==> src/rtl/serial_subtractor_ctrl.sv <==
`timescale 1ns/1ps
// Bit-serial N-bit subtractor sequencer: diff = a - b - borrow_in, one bit per
// clock through a single shared full-subtractor cell, LSB first.

module fullsubtractor_struct (
    input  logic a,
    input  logic b,
    input  logic bin,
    output logic d,
    output logic bout
);
    logic w_axb;

    assign w_axb = a ^ b;
    assign d     = w_axb ^ bin;
    assign bout  = (~a & b) | (~w_axb & bin);
endmodule

module serial_subtractor_ctrl #(
    parameter int WIDTH = 8
) (
    input  logic             clk,
    input  logic             rst,
    input  logic             start,
    input  logic [WIDTH-1:0] a,
    input  logic [WIDTH-1:0] b,
    input  logic             borrow_in,
    output logic             busy,
    output logic             done,
    output logic [WIDTH-1:0] diff,
    output logic             borrow_out,
    output logic [1:0]       dbg_state
);
    localparam int CW = (WIDTH > 1) ? $clog2(WIDTH) : 1;
    localparam logic [CW-1:0] LAST = CW'(WIDTH - 1);

    typedef enum logic [1:0] {
        S_IDLE  = 2'd0,
        S_SHIFT = 2'd1,
        S_DONE  = 2'd2
    } state_t;

    state_t           r_state;
    state_t           w_next;
    logic [WIDTH-1:0] r_a_sr;
    logic [WIDTH-1:0] r_b_sr;
    logic [WIDTH-1:0] r_res_sr;
    logic             r_brw;
    logic [CW-1:0]    r_cnt;
    logic             r_busy;
    logic             r_done;
    logic [WIDTH-1:0] r_diff;
    logic             r_borrow_out;
    logic             w_cell_d;
    logic             w_cell_bout;
    logic [WIDTH-1:0] w_res_next;
    logic             w_last;

    fullsubtractor_struct u_cell (
        .a    (r_a_sr[0]),
        .b    (r_b_sr[0]),
        .bin  (r_brw),
        .d    (w_cell_d),
        .bout (w_cell_bout)
    );

    assign w_res_next = {w_cell_d, r_res_sr[WIDTH-1:1]};
    assign w_last     = (r_cnt == LAST);

    always_ff @(posedge clk or posedge rst) begin
        if (rst) begin
            r_state <= S_IDLE;
        end else begin
            r_state <= w_next;
        end
    end

    always_comb begin
        w_next = r_state;
        case (r_state)
            S_IDLE:  if (start) w_next = S_SHIFT;
            S_SHIFT: if (w_last) w_next = S_DONE;
            S_DONE:  w_next = S_IDLE;
            default: w_next = S_IDLE;
        endcase
    end

    // busy/done are registered copies of the next state so no output decodes logic.
    always_ff @(posedge clk or posedge rst) begin
        if (rst) begin
            r_busy <= 1'b0;
            r_done <= 1'b0;
        end else begin
            r_busy <= (w_next == S_SHIFT);
            r_done <= (w_next == S_DONE);
        end
    end

    always_ff @(posedge clk or posedge rst) begin
        if (rst) begin
            r_a_sr       <= '0;
            r_b_sr       <= '0;
            r_res_sr     <= '0;
            r_brw        <= 1'b0;
            r_cnt        <= '0;
            r_diff       <= '0;
            r_borrow_out <= 1'b0;
        end else begin
            case (r_state)
                S_IDLE: begin
                    if (start) begin
                        r_a_sr <= a;
                        r_b_sr <= b;
                        r_brw  <= borrow_in;
                        r_cnt  <= '0;
                    end
                end
                S_SHIFT: begin
                    r_brw    <= w_cell_bout;
                    r_res_sr <= w_res_next;
                    r_a_sr   <= r_a_sr >> 1;
                    r_b_sr   <= r_b_sr >> 1;
                    if (w_last) begin
                        r_cnt        <= '0;
                        r_diff       <= w_res_next;
                        r_borrow_out <= w_cell_bout;
                    end else begin
                        r_cnt <= r_cnt + 1'b1;
                    end
                end
                default: ;
            endcase
        end
    end

    assign busy       = r_busy;
    assign done       = r_done;
    assign diff       = r_diff;
    assign borrow_out = r_borrow_out;
    assign dbg_state  = r_state;
endmodule
==> config.mk <==
export PLATFORM = sky130hd
export DESIGN_NAME = serial_subtractor_ctrl
export DESIGN_NICKNAME = d
export VERILOG_FILES = /design/src/rtl/serial_subtractor_ctrl.sv
export SDC_FILE = /design/constraint.sdc
export NUM_CORES = 1
export LEC_CHECK = 0
export ABC_AREA = 1
export CORE_MARGIN = 5
export CORE_UTILIZATION = 47
export CTS_CLUSTER_SIZE = 12
export DETAILED_ROUTE_END_ITERATION = 6
export GPL_ROUTABILITY_DRIVEN = 1
export GPL_TIMING_DRIVEN = 0
export PLACE_DENSITY = 0.75
export SLEW_MARGIN = 5
export SYNTH_ARGS = -nofsm -noshare
export SYNTH_HDL_FRONTEND = slang
export SYNTH_HIERARCHICAL = 1
export SYNTH_SLANG_ARGS = --single-unit
export TNS_END_PERCENT = 5
==> constraint.sdc <==
create_clock -name clk -period 1.24 [get_ports clk]
set_input_delay 0.124 -clock clk [delete_from_list [all_inputs] [get_ports clk]]
set_output_delay 0.124 -clock clk [all_outputs]
set_load 0.05 [all_outputs]
======== Yosys cells after proc, flatten, opt, wreduce, memory -nomap -nowiden ========
Index checks and enable logic that the tools add are counted.
word-level totals
  bits in registers ....................... 41
  input port bits ......................... 20
operators by class
  add/subtract/negate cells ............... 1
  equality and inequality tests ........... 5
  multiplexer cells ....................... 12
  bitwise logic cells ..................... 7
  reduce and logical (&&, ||, !) cells .... 4
operator list
  cell                                            count
  one-hot mux 8 bit (2 select lines)              2
  2-to-1 mux 8 bit                                2
  2-to-1 mux 3 bit                                2
  one-hot mux 3 bit (2 select lines)              1
  == test 2 x 1 -> 1 bit (second input constant)  2
  2-to-1 mux 2 bit                                2
  one-hot mux 2 bit (2 select lines)              1
  AND reduction 2 bit                             2
  adder 3 x 1 -> 3 bit (second input constant)    1
  == test 3 bit (second input constant)           1
  bitwise AND 1 bit                               2
  == test 2 bit (second input constant)           1
  logical NOT 2 bit                               1
  != test 2 bit (second input constant)           1
  inverter 1 bit                                  2
  one-hot mux 1 bit (2 select lines)              1
  nonzero test 2 bit                              1
  bitwise XOR 1 bit                               2
  2-to-1 mux 1 bit                                1
  bitwise OR 1 bit                                1

======== Logic depth before layout (Yosys ltp) ========
  word-level depth ........................ 5
  gate-level depth with buffers ........... 7
  mapped depth without buffers ............ 7

======== Modules after synthesis ========
Netlist, hierarchy kept.
modules (own cells, without submodules)
  module                  instances  cells each  area an instance (sq um)  seq. area each (sq um)
  serial_subtractor_ctrl  1          224         1,858.0                   1,001.0
  fullsubtractor_struct   1          4           31.3                      0.0

======== Least setup slack after synthesis ========
OpenSTA, ideal clock, no wires.
  path kind ............................... reg-to-reg
  from .................................... reg r_state[0], in the netlist dbg_state[0]
  to ...................................... reg r_diff[0], in the netlist diff[0]
  arrival ................................. 1.362 ns
  slack ................................... -0.240 ns
  cell stages (with the launch flop) ...... 8
  buffers on the path ..................... 2
  period minus slack after synthesis ...... 1.480 ns
  cell sequence ........................... dfrtp_1 buf_4 inv_2 nor2_4 nand2_4 buf_6 nand2_1 nand2_1
between the ends
  word-level cells in the longest chain between the ends .. 2
ends and longest elaborated chain
  what                                  line  RTL
  from (decl)                           43    state_t r_state;
  from (signal assigned)                74    r_state <= w_next;
  == test 2 x 1 -> 1 bit                109   case (r_state)
  AND reduction 2 bit (no source line)  -
  to (signal assigned)                  125   r_diff <= w_res_next;
  to (decl)                             52    logic [WIDTH-1:0] r_diff;
No other way between the ends.
A chain may end at the register's enable or synchronous reset.

======== Worst setup path after layout ========
  from .................................... reg r_state[0], in the netlist dbg_state[0]
  to ...................................... out dbg_state[0]
RTL lines
  what       line  RTL
  to (decl)  32    output logic [1:0] dbg_state
No word-level cell between the ends.

==> summary.md <==
| Metric | Value |
|---|---|
| Status | `complete, no violations` |
| First-pass DRT Iterations | `4` |
| Initial core utilization | `0.479` |
| GPL Wtd Cong | `around 0.8` |
| Overall Power | `6.24 mW` |
| Most frequent cell after synthesis | `nand2_1` |
| Post-synthesis cell count | `between 200 and 250` |
| #FFs+latches synth | `40` |
| Least-Margin Pin Slew | `813 ps` |
| Ordered cell list for the critical path | `clkdlybuf4s18_2` |
| Max Clock Freq | `approximately 820 MHz` |
| Switching share of total power | `0.437` |
| Layout area overhead | `30.6%` |
| Non-filler cells, final | `about 320` |
| Reg2reg path depth | `6` |
| Pleak | `1.31 nW` |
| Global-route wire length before repair | `6600 um` |
| Worst r2r dst | `r_brw$_DFFE_PP0P_` |
| Top area cells in the synthesized netlist | `dfrtp_1, nand2_1, inv_1` |
| PortBufs | `32` |
| Most frequent cells after synthesis | `nand2_1, inv_1, dfrtp_1, nand3_1, o21ai_0` |
| Post-Place Cell Area | `0.00228 mm2` |
| Worst slack, placed | `-107 ps` |
| Final worst setup slack | `roughly 26 ps` |
| Total clock sinks | `40` |
| Num ports | `33` |
| Die Y | `about 73 um` |
| Hold buffers post-CTS | `0` |
| Via count | `about 1500` |
| Layout cells sized above 1 | `0.206` |
| CP Buf/Inv Count | `1` |
| Yosys warns | `6` |
| Final nets | `between 200 and 300` |
| Fraction of registers with async set/reset | `1.00` |
| Internal power | `3.51 mW` |
| # rows | `23` |
| Cell family with most CP delay | `flip-flops` |
| Crit path max fanout | `3` |
| First-iteration detailed-routing DRC count | `79` |
| Yosys top cell by area | `dfrtp_1` |
| Vias per cell | `around 4.7` |
| Worst path max stage delay | `approximately 440 ps` |
| CTS buffer count | `5` |
| Post-route antenna net violation count | `0` |
| CP Depth | `1` |
| Mapped cell area | `between 0.0015 and 0.002 mm2` |
| Sw Pwr | `between 2 and 3 mW` |
| Worst setup SP type | `register` |
| Max-Slew Margin vs Limit | `0.457` |
| CP max-delay cell | `dfrtp_2` |
| Gr ovfl total | `0` |
| Post-synth EDFFs | `0` |
| Clock latency on the worst-skew pair | `between 200 and 300 ps` |
| Yosys top cell area share | `0.530` |
| Crit share post-route | `0.979` |
| Max VDD drop | `about 1.1 mV` |
| Core area | `approximately 0.0039 mm2` |
| Critical path class | `reg2out` |
| DRC Markers | `0` |
| Syn Area/Cell | `between 8 and 9 um2` |
| H-tree depth | `2` |
| CP Data Arrival Time | `approximately 1100 ps` |
| Mapped Nets | `roughly 250` |
| Top FF cell, synth | `dfrtp_1` |
| Launching point of the worst reg2reg path | `dbg_state[1]$_DFF_PP0_` |
| Max Clock Skew | `roughly 6.2 ps` |
| Pin count of the biggest net entering global routing | `between 40 and 50` |
| Sequential area share after synthesis | `0.530` |
| Hold_ws | `316 ps` |
| Hpwl dp | `about 2600 um` |
| Yosys cell types | `20` |
| DR WL/cell | `about 11 um` |
| Width of the die | `73.4 um` |
| Final setup fails | `0` |
| Final Cell Area | `0.00247 mm2` |
| Global Route Usage Sum | `0.157` |
| CTS clk-pin slew, worst paths | `around 80 ps` |
| Cell Pwr Density | `approximately 2500 mW/mm2` |
| Hold Crit Class | `in2async` |
| Crit. End Element | `output port` |
| CTS max path bufs | `2` |
| Placed cells | `310` |
| N_diodes | `0` |
| Combinational power share | `0.498` |
| Post-Route WL | `around 3700 um` |
| RSZ-0062 raised after global routing | `true` |
| Seq pwr share | `0.356` |
| Fillers | `approximately 360` |
| Tmin final | `1210 ps` |
| Die area | `0.00539 mm2` |
| Clock tree from TritonCTS | `built` |
| Vias in the first global route | `1494` |
| Clock root buffer | `clkbuf_8` |
| Initial antenna violation count | `0` |
| Fin. max-slew vios | `0` |
| Crit path required time | `between 1000 and 1500 ps` |
| Clock power share | `0.146` |
| Flop2flop setup slack | `roughly 26 ps` |
| Final core occ | `0.626` |
| Final setup TNS | `0 ps` |
| Final Hold Fails | `0` |
| Max cap viols | `0` |
==> repair_timing <==
| item | in CTS | in global routing |
|---|---|---|
| setup endpoints to repair | 35 | 34 |
| pin swaps | 1 | 3 |
| setup buffers | 1 | 3 |
| gates resized for setup | 41 | 16 |
==> how the worst max path moves through the flow <==
stage,slack [ps],end,start
2_1_floorplan,-50,diff[0]$_DFFE_PP0P_,dbg_state[0]$_DFF_PP0_
3_3_place_gp,-790,dbg_state[0]$_DFF_PP0_,rst
3_5_place_dp,-110,dbg_state[1],dbg_state[1]$_DFF_PP0_
4_1_cts,-50,diff[1],diff[1]$_DFFE_PP0P_
5_1_grt,-60,r_a_sr[4]$_DFFE_PP0P_,dbg_state[1]$_DFF_PP0_
6_report,30,dbg_state[0],dbg_state[0]$_DFF_PP0_
==> power groups by stage <==
stage	Clock (mW)	Sequential [mW]	Combinational (mW)
after global placement	0	2.21	2.96
after detailed placement	0	2.23	3.02
after global routing	0.994	2.30	3.51
after CTS	0.933	2.21	3.00
final	0.910	2.22	3.11
after floorplan	0	2.77	1.67
==> cell type report <==
type,instances,area (um2),share of cell area
clock inverter,2,15.0,0.00609
sequential,40,1000,0.407
tap,50,62.6,0.0254
timing repair buffer,36,365,0.148
inverter,47,186,0.0756
clock buffer,6,82.6,0.0335
multi-input combinational,132,677,0.274
buffer,9,75.1,0.0304
==> cells by family after synthesis <==
group / share of synthesized area
compound gates: 0.0682
fa+ha+maj: 0.0238
buf+inv: 0.127
flops: 0.530
simple gates: 0.251
==> placed cells by master, fill, tap and decap left out, types with 2 or more instances in the layout <==
master           count
nand2_1             72
inv_1               42
dfrtp_1             38
nand3_1             30
clkdlybuf4s50_1     19
clkdlybuf4s15_2     10
o21ai_2              8
o21ai_0              8
clkbuf_8             6
buf_4                5
nand2_4              4
buf_2                4
inv_2                3
buf_6                2
o21ai_1              2
nor2_1               2
o22ai_1              2
clkinvlp_4           2
dfrtp_2              2
==> flip-flops by register name (all words and copies together) (netlist names) <==
| register | count |
|---|---|
| busy | 1 |
| dbg_state | 2 |
| r_a_sr | 8 |
| r_cnt | 3 |
| r_b_sr | 8 |
| done | 1 |
| r_res_sr | 7 |
| r_brw | 1 |
| diff | 8 |
| borrow_out | 1 |
==> per-layer routing <==
layer,wire [um],track usage
met3,201,0.0369
met2,1800,0.256
met1,1640,0.205
met5,0,0
met4,56,0.0523
(Power assumes the default switching activity.)
